[config.mk]
export PLATFORM = sky130hd
export DESIGN_NAME = otter_pc_unit
export DESIGN_NICKNAME = d
export VERILOG_FILES = /design/src/rtl/otter_pc_pkg.sv /design/src/rtl/otter_ras.sv /design/src/rtl/otter_pc_unit.sv
export SDC_FILE = /design/constraint.sdc
export NUM_CORES = 1
export LEC_CHECK = 0
export ABC_AREA = 1
export CAP_MARGIN = 40
export CORE_ASPECT_RATIO = 1.2
export CORE_MARGIN = 8
export CORE_UTILIZATION = 55
export CTS_CLUSTER_DIAMETER = 30
export CTS_CLUSTER_SIZE = 20
export DETAILED_ROUTE_END_ITERATION = 8
export DONT_BUFFER_PORTS = 1
export GPL_TIMING_DRIVEN = 1
export PLACE_DENSITY = 0.79
export RECOVER_POWER = 25
export SETUP_SLACK_MARGIN = 0.5
export SLEW_MARGIN = 0
export SYNTH_ARGS = -nofsm -noshare
export SYNTH_HDL_FRONTEND = slang
export SYNTH_SLANG_ARGS = --single-unit
[constraint.sdc]
create_clock -name clk -period 4.9 [get_ports clk]
set_input_delay 0.245 -clock clk [delete_from_list [all_inputs] [get_ports clk]]
set_output_delay 0.245 -clock clk [all_outputs]
set_load 0.005 [all_outputs]
[src/rtl/otter_pc_pkg.sv]
// Shared types and constants for the Otter program-counter unit.
// Next-PC source encoding, default geometry and source-classification helpers.
package otter_pc_pkg;

  localparam int          DEF_XLEN      = 32;
  localparam logic [31:0] DEF_RESET_VEC = 32'h0000_0000;
  localparam int          DEF_RAS_DEPTH = 4;

  // Next-PC source select; encodings 6 and 7 are illegal.
  typedef enum logic [2:0] {
    SEL_SEQ    = 3'd0,
    SEL_JALR   = 3'd1,
    SEL_BRANCH = 3'd2,
    SEL_JAL    = 3'd3,
    SEL_MTVEC  = 3'd4,
    SEL_MEPC   = 3'd5
  } pc_sel_t;

  // Sources whose targets must be word aligned (trap vectors are trusted).
  function automatic logic is_checked_sel(input logic [2:0] sel);
    logic chk;
    case (sel)
      SEL_JALR, SEL_BRANCH, SEL_JAL: chk = 1'b1;
      default:                       chk = 1'b0;
    endcase
    return chk;
  endfunction

  // Sources that redirect the PC away from the sequential path.
  function automatic logic is_redirect_sel(input logic [2:0] sel);
    logic rdr;
    case (sel)
      SEL_JALR, SEL_BRANCH, SEL_JAL, SEL_MTVEC, SEL_MEPC: rdr = 1'b1;
      default:                                            rdr = 1'b0;
    endcase
    return rdr;
  endfunction

endpackage

[src/rtl/otter_ras.sv]
// Circular return-address stack for the Otter PC unit.
// Overflow silently overwrites the oldest entry; popping an empty stack is a
// no-op. A simultaneous push and pop replaces the top without changing depth.
module otter_ras
  import otter_pc_pkg::*;
#(
  parameter int XLEN      = DEF_XLEN,
  parameter int RAS_DEPTH = DEF_RAS_DEPTH
) (
  input  logic            clk,
  input  logic            rst_n,
  input  logic            push,
  input  logic            pop,
  input  logic [XLEN-1:0] push_data,
  output logic [XLEN-1:0] top,
  output logic            empty
);

  localparam int PTR_W = $clog2(RAS_DEPTH);
  localparam int CNT_W = PTR_W + 1;

  logic [XLEN-1:0]  mem_r [RAS_DEPTH];
  logic [PTR_W-1:0] ptr_r;      // next free slot
  logic [CNT_W-1:0] cnt_r;      // live entries, saturates at RAS_DEPTH
  logic [PTR_W-1:0] top_idx_s;
  logic             full_s;

  assign top_idx_s = ptr_r - PTR_W'(1'b1);
  assign full_s    = (cnt_r == CNT_W'(RAS_DEPTH));
  assign empty     = (cnt_r == '0);

  // Present the top entry, or zero when nothing is stored.
  always_comb begin
    top = '0;
    if (empty) begin
      top = '0;
    end else begin
      top = mem_r[top_idx_s];
    end
  end

  // Stack storage, pointer and depth update.
  always_ff @(posedge clk or negedge rst_n) begin
    if (!rst_n) begin
      for (int i = 0; i < RAS_DEPTH; i++) begin
        mem_r[i] <= '0;
      end
      ptr_r <= '0;
      cnt_r <= '0;
    end else if (push && pop && !empty) begin
      mem_r[top_idx_s] <= push_data;
    end else if (push) begin
      mem_r[ptr_r] <= push_data;
      ptr_r        <= ptr_r + PTR_W'(1'b1);
      cnt_r        <= full_s ? cnt_r : cnt_r + CNT_W'(1'b1);
    end else if (pop && !empty) begin
      ptr_r <= top_idx_s;
      cnt_r <= cnt_r - CNT_W'(1'b1);
    end else begin
      ptr_r <= ptr_r;
      cnt_r <= cnt_r;
    end
  end

endmodule

[src/rtl/otter_pc_unit.sv]
// Otter MCU program-counter unit: PC register, pending-redirect buffer held
// across PC-write stalls, target alignment checking and illegal-select
// reporting. Define OTTER_PC_RAS_EN to build in the return-address stack;
// without it ras_top reads 0, ras_empty reads 1 and call/ret are ignored.
module otter_pc_unit
  import otter_pc_pkg::*;
#(
  parameter int              XLEN      = DEF_XLEN,
  parameter logic [XLEN-1:0] RESET_VEC = XLEN'(DEF_RESET_VEC),
  parameter int              RAS_DEPTH = DEF_RAS_DEPTH
) (
  input  logic            clk,
  input  logic            rst_n,
  input  logic            pc_write,
  input  logic [2:0]      pc_sel,
  input  logic [XLEN-1:0] jalr,
  input  logic [XLEN-1:0] branch,
  input  logic [XLEN-1:0] jal,
  input  logic [XLEN-1:0] mtvec,
  input  logic [XLEN-1:0] mepc,
  input  logic            call,
  input  logic            ret,
  output logic [XLEN-1:0] pc,
  output logic [XLEN-1:0] pc_plus4,
  output logic            misalign,
  output logic [XLEN-1:0] bad_addr,
  output logic            illegal_sel,
  output logic [XLEN-1:0] ras_top,
  output logic            ras_empty
);

  localparam logic [XLEN-1:0] PC_STEP = XLEN'(32'd4);

  logic [XLEN-1:0] pc_r;
  logic            pend_valid_r;
  logic [XLEN-1:0] pend_addr_r;
  logic            misalign_r;
  logic [XLEN-1:0] bad_addr_r;
  logic            illegal_r;

  logic [XLEN-1:0] target_s;
  logic            redirect_s;
  logic            seq_s;
  logic            misaligned_s;

  logic [XLEN-1:0] pc_nxt_s;
  logic            pend_valid_nxt_s;
  logic [XLEN-1:0] pend_addr_nxt_s;
  logic            misalign_nxt_s;
  logic [XLEN-1:0] bad_addr_nxt_s;
  logic            illegal_nxt_s;

  assign pc_plus4    = pc_r + PC_STEP;
  assign pc          = pc_r;
  assign misalign    = misalign_r;
  assign bad_addr    = bad_addr_r;
  assign illegal_sel = illegal_r;

  // Effective redirect target: jalr clears bit 0, mtvec is direct-mode only.
  always_comb begin
    target_s = '0;
    case (pc_sel)
      SEL_JALR:   target_s = {jalr[XLEN-1:1], 1'b0};
      SEL_BRANCH: target_s = branch;
      SEL_JAL:    target_s = jal;
      SEL_MTVEC:  target_s = {mtvec[XLEN-1:2], 2'b00};
      SEL_MEPC:   target_s = mepc;
      default:    target_s = '0;
    endcase
  end

  assign seq_s        = (pc_sel == SEL_SEQ);
  assign redirect_s   = is_redirect_sel(pc_sel);
  assign misaligned_s = redirect_s && is_checked_sel(pc_sel) && (target_s[1:0] != 2'b00);

  // Next PC, pending buffer and error-flag selection.
  always_comb begin
    pc_nxt_s         = pc_r;
    pend_valid_nxt_s = pend_valid_r;
    pend_addr_nxt_s  = pend_addr_r;
    misalign_nxt_s   = 1'b0;
    bad_addr_nxt_s   = bad_addr_r;
    illegal_nxt_s    = 1'b0;
    if (pc_write) begin
      if (seq_s) begin
        // A buffered redirect takes the place of the sequential step.
        pc_nxt_s         = pend_valid_r ? pend_addr_r : pc_plus4;
        pend_valid_nxt_s = 1'b0;
      end else if (redirect_s) begin
        // Any redirect, including traps, supersedes a buffered one.
        if (misaligned_s) begin
          misalign_nxt_s = 1'b1;
          bad_addr_nxt_s = target_s;
        end else begin
          pc_nxt_s = target_s;
        end
        pend_valid_nxt_s = 1'b0;
      end else begin
        illegal_nxt_s = 1'b1;
      end
    end else begin
      if (redirect_s) begin
        // Stalled: remember the newest good target, report bad ones now.
        if (misaligned_s) begin
          misalign_nxt_s = 1'b1;
          bad_addr_nxt_s = target_s;
        end else begin
          pend_valid_nxt_s = 1'b1;
          pend_addr_nxt_s  = target_s;
        end
      end else begin
        pend_valid_nxt_s = pend_valid_r;
      end
    end
  end

  // PC, pending-redirect and status registers.
  always_ff @(posedge clk or negedge rst_n) begin
    if (!rst_n) begin
      pc_r         <= RESET_VEC;
      pend_valid_r <= 1'b0;
      pend_addr_r  <= '0;
      misalign_r   <= 1'b0;
      bad_addr_r   <= '0;
      illegal_r    <= 1'b0;
    end else begin
      pc_r         <= pc_nxt_s;
      pend_valid_r <= pend_valid_nxt_s;
      pend_addr_r  <= pend_addr_nxt_s;
      misalign_r   <= misalign_nxt_s;
      bad_addr_r   <= bad_addr_nxt_s;
      illegal_r    <= illegal_nxt_s;
    end
  end

`ifdef OTTER_PC_RAS_EN
  logic ras_push_s;
  logic ras_pop_s;

  assign ras_push_s = call & pc_write;
  assign ras_pop_s  = ret & pc_write;

  otter_ras #(
    .XLEN      (XLEN),
    .RAS_DEPTH (RAS_DEPTH)
  ) u_ras (
    .clk       (clk),
    .rst_n     (rst_n),
    .push      (ras_push_s),
    .pop       (ras_pop_s),
    .push_data (pc_plus4),
    .top       (ras_top),
    .empty     (ras_empty)
  );
`else
  localparam int unused_ras_depth = RAS_DEPTH;
  logic unused_ras_hints_s;

  assign unused_ras_hints_s = call ^ ret;
  assign ras_top            = '0;
  assign ras_empty          = 1'b1;
`endif

endmodule
# Yosys cells after proc, flatten, opt, wreduce, memory -nomap -nowiden
# Index checks and enable logic that the tools add are counted.
[totals]
regBits = 99
input_bits = 168
output_inout_bits = 131
wordCells = 51
[classes]
add_sub_neg = 1
eq_ne = 8
n_mux = 23
bitwise = 2
n_reduce_logical = 11
[ops]
columns = ["cell", "count"]
rows = [
  ["$mux 32", 8],
  ["$pmux 32 s5", 1],
  ["$add 32x3->32 const B", 1],
  ["$mux 1", 14],
  ["$reduce_and 3->1", 3],
  ["$eq 3x2->1 const B", 2],
  ["$eq 3x3->1 const B", 2],
  ["$ne 2x2->1 const B", 3],
  ["$reduce_bool 2->1", 3],
  ["$reduce_or 5->1", 1],
  ["$eq 3x1->1 const B", 1],
  ["$logic_not 3->1", 1],
  ["$reduce_or 3->1", 1],
  ["$logic_and 1x1->1", 2],
  ["$not 1->1", 2],
]

# Logic depth before layout (Yosys ltp)
# Gate-level depths: netlist of the first run.
[depth]
ltp_word = 9
mapped_depth = 12
depth_no_buf = 11

# Worst setup path before layout of the first run
# No wires, ideal clock.
[synth_path]
kind = "flip-flop to flip-flop"
start = "register pc_r[2] (netlist: pc[2])"
end = "register pc_r[16] (netlist: pc[16])"
setup_ns = 0.116
arrival_time_ns = 1.495
t_required_ns = 4.784
path_slack_ns = 3.289
stages_incl_launch_ff = 11
n_path_buf = 0
period_less_slack_ns = 1.611
path_cell_list = "dfrtp_1 -> ha_1 -> nand3_1 -> nor2_1 -> nand3_1 -> nand2_1 -> nand2_1 -> o21ai_0 -> nand2_1 -> nand2_1 -> nand2_1"
[synth_between]
elab_chain_cells = 3
[synth_lines]
columns = ["item", "line", "source"]
rows = [
  ["start: declaration", "otter_pc_unit.sv:34", "logic [XLEN-1:0] pc_r;"],
  ["start signal: assignment", "otter_pc_unit.sv:127", "pc_r <= pc_nxt_s;"],
  ["$add 32x3->32", "otter_pc_unit.sv:53", "assign pc_plus4 = pc_r + PC_STEP;"],
  ["via pc_plus4[16]", "otter_pc_unit.sv:24", "output logic [XLEN-1:0] pc_plus4,"],
  ["$mux 32", "otter_pc_unit.sv:87", "pc_nxt_s = pend_valid_r ? pend_addr_r : pc_plus4;"],
  ["$mux 32", "otter_pc_unit.sv:85", "if (seq_s) begin"],
]
# The timed path passes the listed nets, and every way through them passes these cells.
# A chain may end at the register's enable or synchronous reset.

# Final worst setup path of the first run
[layout_path]
start = "input pc_sel[1]"
end = "register pend_addr_r[4]"
[layout_between]
elab_chain_cells = 7
[layout_lines]
columns = ["item", "line", "source"]
rows = [
  ["start: declaration", "otter_pc_unit.sv:15", "input logic [2:0] pc_sel,"],
  ["$eq 3x1->1, or another cell as far along", "otter_pc_pkg.sv:22, otter_pc_pkg.sv:32, otter_pc_unit.sv:62", ""],
  ["$reduce_or 5->1 or $reduce_or 3->1 (tied branches)", "otter_pc_pkg.sv:32, otter_pc_pkg.sv:22", ""],
  ["$mux 1, on equally long branches", "otter_pc_pkg.sv:32, otter_pc_pkg.sv:22", ""],
  ["$logic_and 1x1->1 (2 in a row)", "otter_pc_unit.sv:74", "assign misaligned_s = redirect_s && is_checked_sel(pc_sel) && (target_s[1:0] != 2'b00);"],
  ["$not 1->1 (no line)", "-", ""],
  ["$reduce_and 3->1 (no line)", "-", ""],
  ["end signal: assignment", "otter_pc_unit.sv:129", "pend_addr_r <= pend_addr_nxt_s;"],
  ["end: declaration", "otter_pc_unit.sv:36", "logic [XLEN-1:0] pend_addr_r;"],
]
# Parallel ways exist; a longest one is shown, timed or not.

==> flow_summary_export.csv, run 1 <==
group,metric,value,unit
run_status,status,"complete, but fails checks",
run_status,violations,"max-capacitance violations, max-slew violations",
critical_path,worst_setup_path_start_kind,"primary input",
logic_synthesis,ys_ff_latch,99,
power_and_ir_drop,comb_power_share,0.201,
power_and_ir_drop,p_sw,0.832,mW
clock_network,clk_pin_slew,0.07,ns
sta,period_minus_slack,2.99,ns
power_and_ir_drop,max-vdd-ir-drop,0.156,mV
grt,overflow,0,
logic_synthesis,synth_area_leaders,"dfrtp_1 37%, nand2_1 20%, nor2_1 8.5%, nand3_1 4.8%, buf_4 4.3%",
logic_synthesis,yosys.area.top_type,"dfrtp_1",
logic_synthesis,ys_warn_count,0,
final_layout,area_delta_synth_final,2.52,%
final_layout,fin_util,0.572,
clock_network,post_cts_buffers,0,
sta,finalWorstSetupSlack,1.91,ns
critical_path,worst_path_largest_cell_delay,0.86,ns
routing,drt_iter0_drc,459,
grt,grt_use_total,0.270,
die,initial_core_util,0.558,
sta,holdWs,0.0377,ns
routing,drtPass1Iterations,5,
sta,relSlewSlack,-0.638,
routing,ant_nets,0,
routing,via_per_inst,5.68,
logic_synthesis,ys_types,29,
final_layout,drive_gt1_frac,0.0344,
sta,post-route-period-util,0.610,
power_and_ir_drop,leakage,3.36,nW
logic_synthesis,synthArstFlopShare,1.00,
final_layout,final_area,6830,sq um
routing,wire_per_inst,19.0,microns
final_layout,stdcell_count,1150,
critical_path,cp_num_buf_inv,2,
power_and_ir_drop,intPower,1.59,mW
power_and_ir_drop,report.power.total,2.42,mW
die,core_area,11900,sq um
die,fp.dieH,137,microns
clock_network,clk_latency,0.34,ns
grt,grt_pass1_wl,32900,microns
final_layout,fill_cells,1195,
logic_synthesis,synth_edf_count,0,
place,place_area,6490,sq um
sta,worstMarginPinSlew,2.46,ns
logic_synthesis,synth_area,6670,sq um
logic_synthesis,synth_cells,1018,
critical_path,path_class,"in2reg",
critical_path,worstPathMaxFanout,81,
sta,slew_violations,100,
job,drv_cap,1,
logic_synthesis,synth_top_area_frac,0.372,
place,place_inst,1132,
logic_synthesis,muxShareOfSynthArea,0,
min_path,holdCritStartpoint,"pc_sel[1]",
clock_network,cts_sinks,99,
sta,finalHoldViolations,0,
logic_synthesis,synthFlopType,"dfrtp_1",
grt,grt_pass1_vias,6125,
power_and_ir_drop,p_clk_frac,0.321,
power_and_ir_drop,swShare,0.343,
routing,vias,6531,
sta,fin_tns_setup,0,ns
die,die_x,116,microns
final_layout,seq_area,2480,sq um
final_layout,multi_input_area,3510,sq um
power_and_ir_drop,p_per_area,355,nW/um^2
place,dpl_worst_slack,1.66,ns
die,rows,44,
routing,wl,21800,microns
clock_network,numCtsBuffers,9,
logic_synthesis,synth_compound_area_frac,0.0860,
place,io_buffer_count,0,
final_layout,nNetsFinal,1153,
sta,setup_viol,0,
die,die_area,15900,sq um
critical_path,path_delay_family,"simple AND/OR/NAND/NOR gates",
sta,rsz0062_at_grt,"false",
critical_path,reg2reg_to,"pc[16]",
critical_path,cp_data_required_time,5.12,ns
die,io_pins,299,
power_and_ir_drop,power_frac_seq,0.478,
clock_network,root_buffer,"clkbuf_16",
clock_network,cts_buffer_depth,2,
logic_synthesis,syn_area_per_cell,6.55,sq um
critical_path,r2r-start,"pc[2]",
min_path,hp-class,"in2reg",
logic_synthesis,synth_top_family_by_area,"simple AND/OR/NAND/NOR gates",
min_path,min_path_cells,2,
critical_path,cp_common_cell,"nand2_1",
logic_synthesis,synth_xor_area_frac,0.0118,
final_layout,final_cell_mix,"349 x nand2_1, 150 x nor2_1, 99 x dfrtp_1",
place,globalplace.congestion,0.897,
final_layout,diodes,0,
logic_synthesis,yosys.area_share.simple,0.409,
grt,grt_max_degree,100,
critical_path,critPathArrivalTime,3.21,ns
place,dp_hpwl,17000,microns
sta,max_freq,334,MHz
logic_synthesis,synth_fa_ha_area_frac,0.00188,
critical_path,crit_slowest_cell,"nand3_2",
clock_network,cts_max_level,3,
critical_path,end_kind,"flip-flop",
sta,clock_skew,0.00820,ns
critical_path,cp_cell_sequence,"inv_1 -> nand4_1 -> nand2_1 -> nor2_2 -> nand2_2 -> nand2_4 -> nand3_2 -> buf_4 -> nand2_1 -> o21ai_1",
critical_path,reg2reg_depth,10,
min_path,whs_endpoint,"illegal_sel",
grt,antenna_found_initial,0,
clock_network,cts_tree,"yes",
routing,drc_errors,0,
critical_path,rrSetupSlack,2.76,ns
final_layout,final_common_cell,"nand2_1",
logic_synthesis,ys_seq_area_frac,0.372,
[cell families after synthesis]
kind of cell    count (synthesis)
simple gates                  645
other cells                     2
flops                          99
xor+xnor                        9
fa+ha+maj                       1
compound gates                110
buf+inv                       152
[registers in the layout, indices dropped and copies added, names as in the netlist]
register	cells
pc	32
pend_addr_r	32
illegal_sel	1
misalign	1
pend_valid_r	1
bad_addr	32
[timing repair]
action / CTS / global route
gates resized for setup: 0 / 0
hold buffers: 2 / 0
endpoints found under the hold margin: 99 / 0
[worst max path at each step]
| stage | startpoint | to | slack, ns | cells after the start |
|---|---|---|---|---|
| global route | pc_sel[1] | pend_addr_r[10] | 1.56 | 10 |
| CTS | pc_sel[1] | pend_addr_r[5] | 1.99 | 10 |
| detailed placement | pc_sel[1] | pend_addr_r[16] | 1.66 | 10 |
| floorplan | pc[2] | pc[16] | 3.29 | 10 |
| finish | pc_sel[1] | pend_addr_r[4] | 1.91 | 10 |
| global placement | pc_sel[1] | pend_addr_r[14] | 1.68 | 10 |
[Yosys cell counts (9+ instances only)]
cell type and count:
nand2_1 349, nor2_1 151, dfrtp_1 99, inv_1 68, nand3_1 64, o21ai_0 54
nand4_1 43, buf_4 38, o21ai_1 32, buf_2 20, a21oi_1 17, nand3b_1 15
nor3_1 14, clkbuf_1 9, xor2_1 9
[power by group through the flow]
stage	logic (mW)	registers, mW	clock network (mW)
after floorplan	0.409	1.10	0
after global placement	0.451	1.17	0
after detailed placement	0.465	1.17	0
after CTS	0.488	1.16	0.784
after global routing	0.562	1.18	0.826
final	0.487	1.16	0.777
[worst reg2reg max path, stage by stage, from the launching register on]
cell,delay [ns]
dfrtp_1,0.49
ha_1,0.27
nand3_1,0.18
nor2_1,0.41
nand3_1,0.12
nand2_1,0.08
nand2_1,0.12
o21ai_0,0.17
nand2_1,0.07
nand2_1,0.07
nand2_1,0.05
[layer usage]
metal / global-route usage / routed length (microns) / vias up
met5: 0 / 0 / -
met4: 0.0895 / 438 / 0
met3: 0.0711 / 2150 / 28
met2: 0.445 / 10600 / 351
met1: 0.336 / 8600 / 3023
li1: - / - / 3129
[area by class of cell]
class | count | share of cell area
clock buffers | 10 | 0.0350
clock inverters | 6 | 0.0130
inverters | 71 | 0.0390
multi-input cells | 798 | 0.514
flip-flops and latches | 99 | 0.363
well taps | 161 | 0.0295
repair buffers | 5 | 0.00659
(Power assumes the default switching activity.)
==> inputs of run 2 (changes only) <==
==> constraint.sdc (replaced) <==
create_clock -name clk -period 2.95 [get_ports clk]
set_input_delay 0.1475 -clock clk [delete_from_list [all_inputs] [get_ports clk]]
set_output_delay 0.1475 -clock clk [all_outputs]
set_load 0.005 [all_outputs]
==> flow_summary_export.csv, run 2 (synthesized netlist as in run 1, its figures left out) <==
group,metric,value,unit
run_status,status,"complete, but fails checks",
run_status,violations,"negative hold slack",
routing,via_per_inst,5.64,
critical_path,worst_setup_path_start_kind,"flip-flop",
sta,setup_viol,0,
critical_path,worstPathMaxFanout,6,
clock_network,cts_tree,"yes",
clock_network,cts_sinks,99,
die,fp.dieH,137,microns
sta,fin_tns_setup,0,ns
power_and_ir_drop,leakage,3.39,nW
final_layout,fill_cells,1185,
routing,drt_iter0_drc,499,
place,dp_hpwl,17200,microns
die,rows,44,
final_layout,nNetsFinal,1158,
routing,vias,6515,
critical_path,crit_slowest_cell,"dfrtp_1",
place,globalplace.congestion,0.877,
final_layout,diodes,0,
routing,drc_errors,0,
routing,met2_length,10700,microns
grt,grt_max_degree,100,
die,core_area,11900,sq um
clock_network,cts_hold_buf,2,
grt,grt_use_total,0.270,
routing,top_layer_used,"met4",
sta,max_freq,457,MHz
clock_network,post_cts_buffers,0,
critical_path,cp_cell_sequence,"ha_1 -> nand3_1 -> nor2_1 -> xor2_1",
power_and_ir_drop,p_per_area,582,nW/um^2
die,die_x,116,microns
place,io_buffer_count,0,
final_layout,area_delta_synth_final,3.12,%
critical_path,critPathArrivalTime,2.04,ns
routing,drtPass1Iterations,5,
clock_network,numCtsBuffers,9,
clock_network,clk_pin_slew,0.07,ns
power_and_ir_drop,report.power.total,4.00,mW
sta,finalHoldViolations,99,
sta,slew_violations,0,
critical_path,end_kind,"output pin",
critical_path,worst_path_largest_cell_delay,0.48,ns
clock_network,postCtsResizedCells,0,
sta,finalWorstSetupSlack,0.762,ns
clock_network,root_buffer,"clkbuf_16",
clock_network,cts_max_level,3,
sta,clock_skew,0.00580,ns
grt,grt_pass1_wl,32800,microns
die,die_area,15900,sq um
critical_path,cp_data_required_time,2.80,ns
sta,worstMarginPinSlew,0.830,ns
clock_network,cts_buffer_depth,2,
final_layout,final_cell_mix,"349 x nand2_1, 150 x nor2_1, 99 x dfrtp_1",
sta,post-route-period-util,0.742,
routing,met1Wirelength,8510,microns
place,dpl_worst_slack,0.760,ns
grt,antenna_found_initial,0,
routing,ant_nets,0,
sta,holdWs,-0.504,ns
routing,wire_per_inst,19.0,microns
sta,period_minus_slack,2.19,ns
grt,overflow,0,
die,initial_core_util,0.558,
routing,wl,21900,microns
grt,grt_pass1_vias,6038,
final_layout,drive_gt1_frac,0.0362,
sta,rsz0062_at_grt,"false",
die,io_pins,299,
critical_path,path_class,"reg2out",
clock_network,clk_latency,0.34,ns
routing,route.met3.wl,2060,microns
final_layout,final_common_cell,"nand2_1",
power_and_ir_drop,max-vdd-ir-drop,0.284,mV
sta,relSlewSlack,0.446,
job,drv_cap,0,
min_path,hp-class,"in2async",
[run 2: cell count changes in the layout (fill, tap and decap cells not counted)]
cell / change
clkbuf_2: -1
dlygate4sd3_1: +1
buf_4: +5
buf_8: -1
clkbuf_1: +2
buf_12: +1
clkinvlp_4: -2
[run 2: final cells by class]
cell class	count	area (sq um)	share of cell area
Timing Repair Buffer	10	92.6	0.0135
Clock inverter	4	73.8	0.0107
Sequential cell	99	2480	0.360
Tap cell	161	201	0.0293
Inverter	71	267	0.0388
Multi-Input combinational cell	798	3510	0.511
Clock buffer	12	246	0.0359
[run 2: per-layer routing]
layer,global-route usage,vias up
met5,0,-
met4,0.102,0
met3,0.0671,40
met2,0.448,327
met1,0.329,3004
li1,-,3144
[run 2: critical path: cells and delay by family (launching register included)]
family                     cells  cell delay [ns]
xor gates and xnor gates       1             0.37
adders and majority gates      1             0.27
DFF                            1             0.48
and+or+nand+nor                2             0.58
[run 2: where the power goes]
group,internal [mW],switching [mW],total (mW)
combinational,0.268,0.528,0.796
clock,0.768,0.512,1.28
sequential,1.62,0.306,1.92
total,2.65,1.35,4.00
[run 2: path summary, 6_finish.rpt]
path                                       from               to  slack (ns)  cells past startpoint
worst max register to register            pc[2]           pc[16]        0.81                     10
worst min-delay path                      rst_n   pend_addr_r[4]       -0.50                      0
worst max-delay path                      pc[2]      pc_plus4[8]        0.76                      4
max in group asynchronous                 rst_n           pc[22]        3.27                      0
worst min register to register  pend_addr_r[18]  pend_addr_r[18]        0.49                      2
min in group clk                         jal[0]      bad_addr[0]        0.01                      2
[run 2: per-stage QoR]
stage / instance area, sq um / hold slack (ns) / utilization / instances
6_report: 6870 / -0.504 / 0.575 / 1155
5_1_grt: 6870 / -0.518 / 0.575 / 1155
4_1_cts: 6870 / -0.514 / 0.575 / 1155
3_5_place_dp: 6530 / -0.146 / 0.547 / 1137
3_3_place_gp: 6530 / -0.146 / 0.547 / 1137
2_1_floorplan: 6780 / -0.148 / - / 1049
